$ cat src/rtl/mem_ctrl.sv
// mem_ctrl: byte-wide storage plus a request/ready access controller for the
// CPU, with a programmable wait-state count and a loader port usable in IDLE.
module mem_ctrl #(
    parameter int ADDR_W      = 8,
    parameter int DATA_W      = 8,
    parameter int DEPTH       = 256,
    parameter int WAIT_STATES = 1
) (
    input  logic              clk,
    input  logic              rst,
    input  logic              cpu_req,
    input  logic              cpu_we,
    input  logic [ADDR_W-1:0] cpu_addr,
    input  logic [DATA_W-1:0] cpu_wdata,
    output logic              cpu_ready,
    output logic [DATA_W-1:0] cpu_rdata,
    output logic              cpu_err,
    output logic              busy,
    input  logic              ld_valid,
    input  logic [ADDR_W-1:0] ld_addr,
    input  logic [DATA_W-1:0] ld_data,
    output logic              ld_ready
);

    localparam int IDX_W = (DEPTH > 1) ? $clog2(DEPTH) : 1;

    typedef enum logic [1:0] {
        IDLE = 2'd0,
        WAIT = 2'd1,
        RESP = 2'd2
    } state_t;

    state_t            state_reg, state_next;
    logic [3:0]        cnt_reg, cnt_next;
    logic              we_reg;
    logic [ADDR_W-1:0] addr_reg;
    logic [DATA_W-1:0] wdata_reg;
    logic              accept;

    // Storage array; never cleared by reset.
    logic [DATA_W-1:0] mem [DEPTH];

    // Attributes of the access heading into RESP: straight from the CPU pins
    // when IDLE jumps directly to RESP (no wait states), otherwise latched.
    logic              acc_we;
    logic [ADDR_W-1:0] acc_addr;
    logic              enter_resp;

    logic              mem_we;
    logic [IDX_W-1:0]  mem_waddr;
    logic [DATA_W-1:0] mem_wdata;

    // Unsigned address compare against the implemented depth.
    function automatic logic in_range(input logic [ADDR_W-1:0] a);
        return (32'(a) < 32'(DEPTH));
    endfunction

    // Next-state logic: loader beats the CPU in IDLE; WAIT runs WAIT_STATES cycles.
    always_comb begin
        state_next = state_reg;
        cnt_next   = cnt_reg;
        accept     = 1'b0;
        case (state_reg)
            IDLE: begin
                if (!ld_valid && cpu_req) begin
                    accept = 1'b1;
                    if (WAIT_STATES > 0) begin
                        state_next = WAIT;
                        cnt_next   = 4'(WAIT_STATES - 1);
                    end else begin
                        state_next = RESP;
                    end
                end
            end
            WAIT: begin
                if (cnt_reg == 4'd0) begin
                    state_next = RESP;
                end else begin
                    cnt_next = cnt_reg - 4'd1;
                end
            end
            RESP:    state_next = IDLE;
            default: state_next = IDLE;
        endcase
    end

    // Select the attributes of the access about to enter RESP.
    always_comb begin
        acc_we     = (state_reg == IDLE) ? cpu_we   : we_reg;
        acc_addr   = (state_reg == IDLE) ? cpu_addr : addr_reg;
        enter_resp = (state_next == RESP);
    end

    // State, wait counter and the latched request.
    always_ff @(posedge clk or negedge rst) begin
        if (!rst) begin
            state_reg <= IDLE;
            cnt_reg   <= 4'd0;
            we_reg    <= 1'b0;
            addr_reg  <= '0;
            wdata_reg <= '0;
        end else begin
            state_reg <= state_next;
            cnt_reg   <= cnt_next;
            if (accept) begin
                we_reg    <= cpu_we;
                addr_reg  <= cpu_addr;
                wdata_reg <= cpu_wdata;
            end
        end
    end

    // Registered outputs, set on the edge entering RESP so they are valid during it.
    always_ff @(posedge clk or negedge rst) begin
        if (!rst) begin
            cpu_ready <= 1'b0;
            cpu_err   <= 1'b0;
            busy      <= 1'b0;
            cpu_rdata <= '0;
        end else begin
            cpu_ready <= enter_resp;
            cpu_err   <= enter_resp && !in_range(acc_addr);
            busy      <= (state_next != IDLE);
            if (enter_resp && !acc_we) begin
                cpu_rdata <= in_range(acc_addr) ? mem[acc_addr[IDX_W-1:0]] : '0;
            end
        end
    end

    // Single write port: loader in IDLE, or a CPU store committing as RESP ends.
    always_comb begin
        mem_we    = 1'b0;
        mem_waddr = addr_reg[IDX_W-1:0];
        mem_wdata = wdata_reg;
        if (state_reg == IDLE) begin
            mem_we    = ld_valid && in_range(ld_addr);
            mem_waddr = ld_addr[IDX_W-1:0];
            mem_wdata = ld_data;
        end else if (state_reg == RESP) begin
            mem_we = we_reg && in_range(addr_reg);
        end
    end

    // Array write.
    always_ff @(posedge clk) begin
        if (mem_we) begin
            mem[mem_waddr] <= mem_wdata;
        end
    end

    assign ld_ready = (state_reg == IDLE);

endmodule

$ cat config.mk
export PLATFORM = sky130hd
export DESIGN_NAME = mem_ctrl
export DESIGN_NICKNAME = d
export VERILOG_FILES = /design/src/rtl/mem_ctrl.sv
export SDC_FILE = /design/constraint.sdc
export NUM_CORES = 2
export LEC_CHECK = 0
export BUFFER_PORTS_ARGS = -buffer_cell sky130_fd_sc_hd__buf_2
export CAP_MARGIN = 10
export CORE_UTILIZATION = 45
export CTS_CLUSTER_DIAMETER = 40
export DETAILED_ROUTE_END_ITERATION = 8
export SLEW_MARGIN = 20
export SYNTH_ARGS = -nofsm -noshare
export SYNTH_HDL_FRONTEND = slang
export SYNTH_SLANG_ARGS = --single-unit
$ cat constraint.sdc
create_clock -name clk -period 9.5 [get_ports clk]
set_clock_uncertainty 0.2 [all_clocks]
set_input_delay 0.475 -clock clk [delete_from_list [all_inputs] [get_ports clk]]
set_output_delay 0.475 -clock clk [all_outputs]
set_load 0.02 [all_outputs]
Word-level counts from Yosys, hierarchy flattened
Memory sizes are Yosys's and may differ from the RTL's. A register that Yosys moved wholly into a read port is not among the register bits.
Index checks and enable logic that the tools add are counted.
{"block": "totals", "output_inout_bits": 12, "ramBits": 2048, "elab_cells": 40, "reg_bits": 25, "in_bits": 37, "mem_count": 1}
{"block": "classes", "add_sub_neg": 1, "n_reduce_logical": 10, "eq_ne": 5, "n_mux": 16}
{"name": "mem", "depth": 256, "width": 8, "rd": 1, "rd_clocked_by_memory_dff": 1, "wr": 1, "line_no": "41", "text": "logic [DATA_W-1:0] mem [DEPTH];"}
{"operator": "2-to-1 mux 8 bit", "n": 3}
{"operator": "2-to-1 mux 4 bit", "n": 2}
{"operator": "case mux 4 bit (2 select lines)", "n": 1}
{"operator": "2-to-1 mux 1 bit", "n": 7}
{"operator": "== test 2 bit (second input constant)", "n": 2}
{"operator": "logical NOT 4 bit", "n": 1}
{"operator": "2-to-1 mux 2 bit", "n": 2}
{"operator": "case mux 2 bit (2 select lines)", "n": 1}
{"operator": "nonzero test 2 bit", "n": 2}
{"operator": "subtractor 4 x 1 -> 4 bit (second input constant)", "n": 1}
{"operator": "logical NOT 1 bit", "n": 3}
{"operator": "AND reduction 3 bit", "n": 1}
{"operator": "== test 2 x 1 -> 1 bit (second input constant)", "n": 1}
{"operator": "logical AND 1 bit", "n": 2}
{"operator": "logical NOT 2 bit", "n": 1}
{"operator": "!= test 2 x 1 -> 1 bit (second input constant)", "n": 1}
{"operator": "!= test 2 bit (second input constant)", "n": 1}

Depth between registers and ports, before layout
{"block": "logic_depth", "word_depth": 6, "ltp_mapped": 15, "depth_no_buf": 10}

Worst setup path after synthesis
OpenSTA, ideal clock, no wires.
{"block": "synth_path", "path_type": "register to register", "from": "register state_reg[0]", "to": "memory mem[0][0] (data pin)", "n_path_buf": 5, "synth_period_minus_slack_ns": 6.104, "setup_slack_ns": 3.396, "stages_incl_launch_ff": 10, "arrival_ns": 5.083, "required_ns": 8.479, "setup_time_ns": 0.821, "cell_sequence": "dfrtp_1 buf_6 or2_2 buf_2 inv_2 buf_2 buf_1 clkbuf_1 nand2_1 nand2_1"}
{"block": "synth_via", "elab_chain_cells": 2}
{"element": "start, declared", "line_no": "33", "text": "state_t state_reg, state_next;"}
{"element": "start signal, assigned", "line_no": "103", "text": "state_reg <= state_next;"}
{"element": "logical NOT 2 bit"}
{"element": "named net ld_ready", "line_no": "22", "text": "output logic ld_ready"}
{"element": "2-to-1 mux 8 bit", "line_no": "135", "text": "if (state_reg == IDLE) begin"}
{"element": "named net mem_wdata[0]", "line_no": "51", "text": "logic [DATA_W-1:0] mem_wdata;"}
{"element": "end, declared", "line_no": "41"}
The timed path passes the listed nets, and every way through them passes these cells.

Worst setup path after layout
{"block": "layout_path", "from": "register state_reg[1]", "to": "register cpu_rdata[4], read port of mem"}
{"block": "layout_via", "elab_chain_cells": 4, "word_cells_on_any_way": 10, "classes_between": "eq/ne (2); mux (5); reduce/logical (3)"}
{"element": "== test 2 x 1 -> 1 bit, or another cell as far along", "line_no": "63", "text": "case (state_reg)"}
{"element": "case mux 2 bit (2 select lines) / 2-to-1 mux 1 bit (equally long branches)", "line_no": "63, 89"}
{"element": "== test 2 bit / logical NOT 1 bit (equally long branches)", "line_no": "91, 124"}
{"element": "logical AND 1 bit", "line_no": "124", "text": "if (enter_resp && !acc_we) begin"}
{"element": "end, declared", "line_no": "16", "text": "output logic [DATA_W-1:0] cpu_rdata,"}
Parallel ways exist; a longest one is shown, timed or not.
A chain may end at the register's enable or synchronous reset.

==> metrics.yaml <==
first_global_vias: 50558
via_count: 53515
min_period_ns: 5.39
post_cts_resize_count: 0
place_ws_ns: 4.27
synth_cell_types: 102
drive_above_1_share_pct: 13.2
clk_pin_slew_ns: 0.06
rsz0062_at_grt: "false"
die_area_um2: 187000
tightest_slew_ns: 1.27
place_hpwl_mm: 161
path_common_cell: "buf_4"
setup_viol: 0
drc: 0
largest_register: "mem"
routed_wirelength_mm: 274
die_width_um: 432
antenna_left: 0
slew_viol_final: 0
fill_cells: 15073
drt_iter0_markers: 7948
cts-buffers-inserted: 286
largest_register_ffs: 2048
clockBufferDepth: 4
crit_path_start_kind: "flop"
ys_async_sr_fraction_pct: 1.59
clock.fmax_mhz: 186
critical_path_class: "flop to flop"
htreeDepth: 5
grt_usage_pct: 29.2
clock-sinks: 2081
insertion_delay_ns: 0.93
r2r-start: "state_reg[1]$_DFF_PN0_"
regToRegSetupSlack_ns: 4.11
portBuffers: 47
worstReg2RegEnd: "cpu_rdata[4]$_DFFE_PN0P_"
design.core.area_um2: 183000
maxCapViolations: 0
status: "complete, no violations"
power.static_leakage_nw: 31.3
via_per_inst: 6.33
min_to: "mem[151][2]$_DFFE_PP_"
grt-ovfl-total: 0
ios: 49
path_cells: "buf_4, or2_2, buf_4, inv_2, o31ai_4, buf_4, a2111oi_1, a211oi_1, o32a_1, nand4b_1, o211a_1"
synth-main-ff-cell: "edfxtp_1"
syn-num-nets: 5685
ir_worst_vdd_mv: 0.376
syn_inst: 5646
fin_ws_ns: 4.11
wl_per_cell_um: 32.5
cp_max_fo: 32
final_util_pct: 52.1
worstPathRequired_ns: 10.07
synth_edf_count: 2048
synth_area_um2: 83300
root_buffer: "clkbuf_16"
final_hold_viol_count: 0
setup_tns_ns: 0
avgSynthCellArea_um2: 14.8
place.gp.congestion: 0.896
dieHeight_um: 432
core.rowCount: 157
mostFrequentLayoutCells: "edfxtp_1, nand2_1, nand3_1"
synth_seq_cells: 2081
power_density_nw_per_um2: 355
nets: 5818
area_growth_pct: 14.8
tritoncts: "yes"
r2r_cells: 11
grt_max_degree: 197
min-delay-start: "ld_data[2]"
hold_class: "input port to flop"
start_util_pct: 45.4
yosys_warnings: 0
antenna_found_initial: 9
cp.arrival_ns: 5.96
end_kind: "flop"
slew_headroom_pct: 14.9
layout_commonest_cell: "edfxtp_1"
slowest_delay_ns: 0.92
dpl.cell_count: 7913
grt_first_pass_wirelength_mm: 386
final_cell_count_no_fill: 8448
period_share_pct: 56.7
cp_slowest_cell: "a211oi_1"
dr.pass1.iters: 6
synth_seq_area_share_pct: 74.8
hold-path-cell-count: 3
[worst max-delay path by stage]
stage,depth (start not counted),startpoint,to
floorplan,9,state_reg[0]$_DFF_PN0_,mem[0][0]$_DFFE_PP_
global placement,12,state_reg[0]$_DFF_PN0_,cpu_rdata[6]$_DFFE_PN0P_
detailed placement,12,cpu_addr[0],cpu_rdata[3]$_DFFE_PN0P_
CTS,11,state_reg[0]$_DFF_PN0_,cpu_rdata[3]$_DFFE_PN0P_
global route,12,state_reg[0]$_DFF_PN0_,cpu_rdata[3]$_DFFE_PN0P_
finish,11,state_reg[1]$_DFF_PN0_,cpu_rdata[4]$_DFFE_PN0P_
[report_power, final]
group          internal, W  switching, W
Clock              0.00624       0.00399
Combinational      0.00270       0.00897
Sequential          0.0119      0.000134
Total               0.0208        0.0131
[logic make-up after synthesis]
| kind of cell | after synthesis | synth area share, % |
|---|---|---|
| compound gates | 781 | 6.84 |
| xor+xnor | 2 | 0.0210 |
| fa+ha+maj | 2 | 0.0300 |
| buf+inv | 391 | 2.51 |
| flops | 2081 | 74.8 |
| mux | 239 | 4.38 |
| other cells | 1 | 0.00450 |
| simple gates | 2149 | 11.4 |
[worst max-delay path: cells and delay by family, from the launching register on]
family | cells | cell delay (ns)
buf+inv | 4 | 1.77
flops | 1 | 0.32
compound gates | 5 | 2.34
simple gates | 2 | 0.52
[what timing repair did]
item / 4_1_cts / 5_1_grt
hold buffers: 40 / 0
endpoints found under the hold margin: 70 / 0
setup buffers: 0 / 0
[per-stage QoR]
step	total power (W)	area, um2	hold slack (ns)
floorplan	0.0191	83300	-0.0206
global placement	0.0234	86000	0.258
detailed placement	0.0235	86100	0.262
CTS	0.0336	95500	0.00389
global route	0.0347	95600	0.0701
finish	0.0339	95600	0.0532
[area by class of cell]
| cell class | count | area, um2 | share of cell area (%) |
|---|---|---|---|
| antenna | 6 | 15.0 | 0.0157 |
| clock buffer | 326 | 7410 | 7.75 |
| clock inverter | 161 | 1590 | 1.67 |
| inverter | 10 | 37.5 | 0.0393 |
| multi-input combinational | 3174 | 19200 | 20.1 |
| sequential | 2081 | 62300 | 65.2 |
| tap | 2464 | 3080 | 3.23 |
| timing repair buffer | 226 | 1910 | 2.00 |
[cell usage after synthesis, types with 85 or more instances]
library cell,instances,area share (%)
edfxtp_1,2048,74
nor2_1,298,1.3
mux4_2,91,2.5
a32oi_1,85,0.89
nand3_1,366,2.2
a31oi_1,141,1.1
and3_1,140,1.1
a211oi_1,134,1.2
mux2i_1,137,1.6
clkbuf_1,156,0.70
nand2_1,1147,5.2
buf_2,145,0.87
[metal layers]
metal	routed length (um)	global-route usage (%)	vias up
met2	122000	43.3	3462
met4	14300	13.8	16
met5	109	0	-
met3	30800	7.35	687
met1	107000	40.3	27244
li1	-	-	22106
No activity file was read; power rests on OpenSTA's default activity.
